[src/rtl/demux_1n_stripe.sv]
// demux_1n_stripe: 1:N round-robin byte-striping demux with one registered cycle of latency.
// Define DEMUX_LANE_CNT_EN to add per-lane 16-bit valid-word counters on lane_cnt.
module demux_1n_stripe #(
  parameter int DATA_W   = 8,
  parameter int LANES    = 4,
  parameter int ADV_MODE = 1
) (
  input  logic                      clk,
  input  logic                      reset,
  input  logic [DATA_W-1:0]         in_data,
  input  logic                      in_valid,
  input  logic                      align,
  output logic [LANES*DATA_W-1:0]   out_data,
  output logic [LANES-1:0]          out_valid,
  output logic [((LANES > 1) ? $clog2(LANES) : 1)-1:0] sel,
  output logic                      stripe_done
`ifdef DEMUX_LANE_CNT_EN
  ,
  output logic [LANES*16-1:0]       lane_cnt
`endif
);

  localparam int SW = (LANES > 1) ? $clog2(LANES) : 1;
  localparam logic [SW-1:0] LAST       = SW'(LANES - 1);
  localparam logic [SW-1:0] ONE        = SW'(1);
  localparam logic [SW-1:0] ALIGN_NEXT = (LANES > 1) ? SW'(1) : '0;

  logic [LANES*DATA_W-1:0] laneData_q, laneData_d;
  logic [LANES-1:0]        laneValid_q, laneValid_d;
  logic [SW-1:0]           selPtr_q, selPtr_d;
  logic                    stripeDone_q, stripeDone_d;
  logic [SW-1:0]           target;
  logic                    doWrite;
  logic [DATA_W-1:0]       writeWord;

  // Mode 0 writes the target lane every cycle (zero when idle); mode 1 only on valid words.
  always_comb begin
    target      = align ? '0 : selPtr_q;
    doWrite     = in_valid || (ADV_MODE == 0);
    writeWord   = in_valid ? in_data : '0;
    laneData_d  = laneData_q;
    laneValid_d = '0;
    for (int i = 0; i < LANES; i++) begin
      if (target == SW'(i)) begin
        if (doWrite) laneData_d[i*DATA_W +: DATA_W] = writeWord;
        laneValid_d[i] = in_valid;
      end
    end
    stripeDone_d = in_valid && (target == LAST);
    if (align)
      selPtr_d = in_valid ? ALIGN_NEXT : '0;
    else if (in_valid || (ADV_MODE == 0))
      selPtr_d = (selPtr_q == LAST) ? '0 : selPtr_q + ONE;
    else
      selPtr_d = selPtr_q;
  end

  always_ff @(posedge clk) begin
    if (reset) begin
      laneData_q   <= '0;
      laneValid_q  <= '0;
      selPtr_q     <= '0;
      stripeDone_q <= 1'b0;
    end else begin
      laneData_q   <= laneData_d;
      laneValid_q  <= laneValid_d;
      selPtr_q     <= selPtr_d;
      stripeDone_q <= stripeDone_d;
    end
  end

  assign out_data    = laneData_q;
  assign out_valid   = laneValid_q;
  assign sel         = selPtr_q;
  assign stripe_done = stripeDone_q;

`ifdef DEMUX_LANE_CNT_EN
  logic [LANES*16-1:0] laneCnt_q, laneCnt_d;

  // Counters step alongside the out_valid pulse of the same write.
  always_comb begin
    laneCnt_d = laneCnt_q;
    for (int i = 0; i < LANES; i++) begin
      if (in_valid && (target == SW'(i)))
        laneCnt_d[i*16 +: 16] = laneCnt_q[i*16 +: 16] + 16'd1;
    end
  end

  always_ff @(posedge clk) begin
    if (reset) laneCnt_q <= '0;
    else       laneCnt_q <= laneCnt_d;
  end

  assign lane_cnt = laneCnt_q;
`endif

endmodule

[config.mk]
export PLATFORM = sky130hd
export DESIGN_NAME = demux_1n_stripe
export DESIGN_NICKNAME = d
export VERILOG_FILES = /design/src/rtl/demux_1n_stripe.sv
export SDC_FILE = /design/constraint.sdc
export NUM_CORES = 1
export LEC_CHECK = 0
export ABC_CLOCK_PERIOD_IN_PS = 1350
export CELL_PAD_IN_SITES_DETAIL_PLACEMENT = 0
export CELL_PAD_IN_SITES_GLOBAL_PLACEMENT = 1
export CORE_AREA = 2 2 73 75
export DETAILED_ROUTE_END_ITERATION = 10
export DIE_AREA = 0 0 75 77
export GPL_TIMING_DRIVEN = 0
export PLACE_DENSITY = 0.76
export SLEW_MARGIN = 10
export SYNTH_ARGS = -nofsm -noshare
export SYNTH_HDL_FRONTEND = slang
export SYNTH_SLANG_ARGS = --single-unit
[constraint.sdc]
create_clock -name clk -period 1.35 [get_ports clk]
set_input_delay 0.27 -clock clk [delete_from_list [all_inputs] [get_ports clk]]
set_output_delay 0.27 -clock clk [all_outputs]
set_load 0.005 [all_outputs]
==> impl_metrics.csv <==
group,metric,value,unit
run_status,status,"complete, no violations",
cells_and_area,drive_gt1_share,29.2,%
power_and_ir_drop,p_switching,0.550,mW
cells_and_area,diodes,0,
sta,rsz0062_at_grt,"no",
sta,hold_viol_final,0,
power_and_ir_drop,power_density,1130,nW/um^2
synth,yosysTopAreaCellShare,48.9,%
cells_and_area,num-nets-final,238,
sta,final.period_utilization,85.8,%
setup_path,required,1.58,ns
setup_path,reg2reg_to,"out_data[8]",
global_routing,grt_max_degree,14,
sta,timing.hold.ws,0.171,ns
synth,synth_area_leaders,"dfxtp_1, nand2_1, a21oi_2, nand2b_1, mux2i_1",
power_and_ir_drop,power_frac_seq,46.3,%
clock_tree,path_clk_slew,0.08,ns
global_routing,met3_usage,4.60,%
sta,slew_viol_final,0,
routing,routed_wl,3740,um
floorplan,die_h,77,um
sta,tightest_slew,0.312,ns
clock_tree,clock_latency,0.29,ns
hold_path,hold_depth,2,
hold_path,hold_path_class,"in2reg",
sta,finalClockSkew,0.00265,ns
global_routing,met2_usage,21.0,%
synth,seq_area_frac_synth,48.9,%
global_routing,busiest_layer,"met2",
hold_path,hold_start,"align",
power_and_ir_drop,p_leak,1.00,nW
floorplan,die_w,75,um
routing,vias,1282,
placement,dp.cells,287,
power_and_ir_drop,p_total,2.58,mW
routing,first_pass_iters,4,
global_routing,gr-total-overflow,0,
sta,finalCriticalPeriod,1.16,ns
clock_tree,htreeDepth,2,
clock_tree,cts_tree,"done",
synth,synth_nets,183,
cells_and_area,fill_cells,514,
routing,wl_per_cell,12.6,um
synth,synthCells,170,
placement,gp_congestion,0.708,
setup_path,endpoint_kind,"flop",
clock_tree,cts_sinks,39,
routing,vias_per_cell,4.33,
routing,final_antenna_net_count,0,
power_and_ir_drop,p_comb_share,8.4,%
floorplan,rows,26,
routing,drcViolationCount,0,
setup_path,path_class,"reg2reg",
clock_tree,cts.path.max_buffers,2,
power_and_ir_drop,p_clk_share,45.3,%
synth,avgSynthCellArea,9.38,um^2
power_and_ir_drop,p_int,2.03,mW
placement,io_buffers,47,
sta,max_freq,0.864,GHz
sta,setup_viol,0,
cells_and_area,post-route-util,45.8,%
global_routing,grt_pass1_wl,6180,um
synth,synth_edf_count,0,
synth,synth_cell_types,21,
cells_and_area,multiInputGateArea,712,um^2
global_routing,antenna_found_initial,0,
synth,async_flop_share,0,%
setup_path,crit_fanout,9,
synth,syn-cell-area,1600,um^2
routing,drtIter0Drc,29,
cells_and_area,syn_to_final_growth,42.8,%
synth,synth_warnings,0,
setup_path,regToRegStartpoint,"sel[1]",
global_routing,track_usage,14.1,%
cells_and_area,fin_cells,296,
hold_path,min_to,"sel[1]",
clock_tree,cts_root_buffer,"clkbuf_8",
global_routing,grt_use_met1,18.9,%
cells_and_area,ff_latch_area,811,um^2
synth,synth_top_area_cell,"dfxtp_1",
power_and_ir_drop,swShare,21.4,%
synth,yosys.cell_count.top_type,"nand2_1",
floorplan,coreArea,4980,um^2
floorplan,initial_core_util,32.1,%
synth,synthTopCellsByCount,"nand2_1, dfxtp_1, a21oi_2",
job,max_cap_viol_count,0,
sta,setup_tns,0,ns
setup_path,rrSetupSlack,0.19,ns
setup_path,setup.worst_path.start_class,"flop",
sta,relSlewSlack,79.2,%
clock_tree,cts_buffers,5,
floorplan,dieArea,5780,um^2
power_and_ir_drop,peakVddDrop,0.480,mV
setup_path,r2r_cells,5,
synth,ys_ff_latch,39,
synth,ys.flop_type,"dfxtp_1",
global_routing,grt_pass1_vias,1204,
placement,dp_hpwl,2590,um
floorplan,num_io_pins,51,
setup_path,critical_path_arrival,1.38,ns
-- state kept, by name, summed over array words and instances (netlist names) --
name	flops
out_data	32
out_valid	4
stripe_done	1
sel	2
-- power by group through the flow --
| stage | Combinational (mW) | Clock [mW] | Sequential (mW) |
|---|---|---|---|
| after global placement | 0.234 | 0 | 1.22 |
| after floorplan | 0.116 | 0 | 1.22 |
| after detailed placement | 0.235 | 0 | 1.22 |
| final | 0.217 | 1.17 | 1.19 |
| after global routing | 0.236 | 1.26 | 1.20 |
| after CTS | 0.221 | 1.20 | 1.19 |
-- worst max path at each step --
stage,start,endpoint,cells after the start
final,sel[1],out_data[8],5
after CTS,sel[1],sel[1],1
after global placement,sel[1],sel[1],1
after floorplan,sel[0],out_valid[0],5
after detailed placement,sel[1],sel[1],1
after global routing,sel[1],out_data[8],5
-- placed cells by master, fill, tap and decap left out --
cell type and count:
clkinvlp_4 1, nand4b_2 1, a21oi_2 20, clkdlybuf4s50_1 8, o21ai_0 1, nor2_1 6, a21oi_1 5, bufinv_16 2
o21a_1 1, buf_2 4, dfxtp_1 17, dfxtp_4 1, buf_6 3, nor3_1 1, dfxtp_2 21, and4b_1 1
clkbuf_8 5, ha_1 1, and4bb_1 2, nand2b_1 16, dlygate4sd2_1 39, nand4bb_1 2, clkbuf_1 1, mux2i_1 9
nor2_2 1, nand2_1 49, buf_4 7, nor2b_1 1
-- final cells by class --
| type | instances | area share, % |
|---|---|---|
| clock buffer | 5 | 3.02 |
| tap | 70 | 3.84 |
| timing repair buffer | 48 | 18.8 |
| sequential | 39 | 35.6 |
| buffer | 14 | 4.50 |
| multi-input combinational | 117 | 31.2 |
| clock inverter | 3 | 2.97 |
-- per-stage QoR --
stage	cell area, um^2	worst slack (ns)
6_report	2280	0.192
5_1_grt	2280	0.0742
4_1_cts	2280	0.180
3_5_place_dp	2150	0.0173
3_3_place_gp	2150	0.0239
2_1_floorplan	1600	0.272
-- metal layers --
layer | wire, um | vias to the layer above | part of all wire, %
met4 | 53 | 0 | 1.4
met3 | 224 | 6 | 6.0
met2 | 1650 | 39 | 44
li1 | - | 658 | -
met5 | 0 | - | 0
met1 | 1810 | 579 | 48
-- cells by family (layout without fill, tap and decap cells) --
family	count (synthesis)	count (layout)	synth area share, %
buf+inv	14	70	6.43
fa+ha+maj	1	1	0.784
flops	39	39	48.9
simple gates	80	80	24.9
compound gates	27	27	13.3
mux	9	9	5.65
-- what timing repair did --
| item | 4_1_cts | 5_1_grt |
|---|---|---|
| resized for setup | 62 | 0 |
| hold buffers | 0 | 0 |
| setup buffers | 1 | 0 |
| endpoints found under the setup margin | 39 | 0 |
-- worst max-delay path: stages, from the launching register on --
cell      delay [ns]
dfxtp_4         0.35
buf_4           0.16
and4bb_1        0.24
buf_4           0.16
nand2_1         0.07
a21oi_2         0.11
Note: power is estimated with default switching activity, not from simulation.
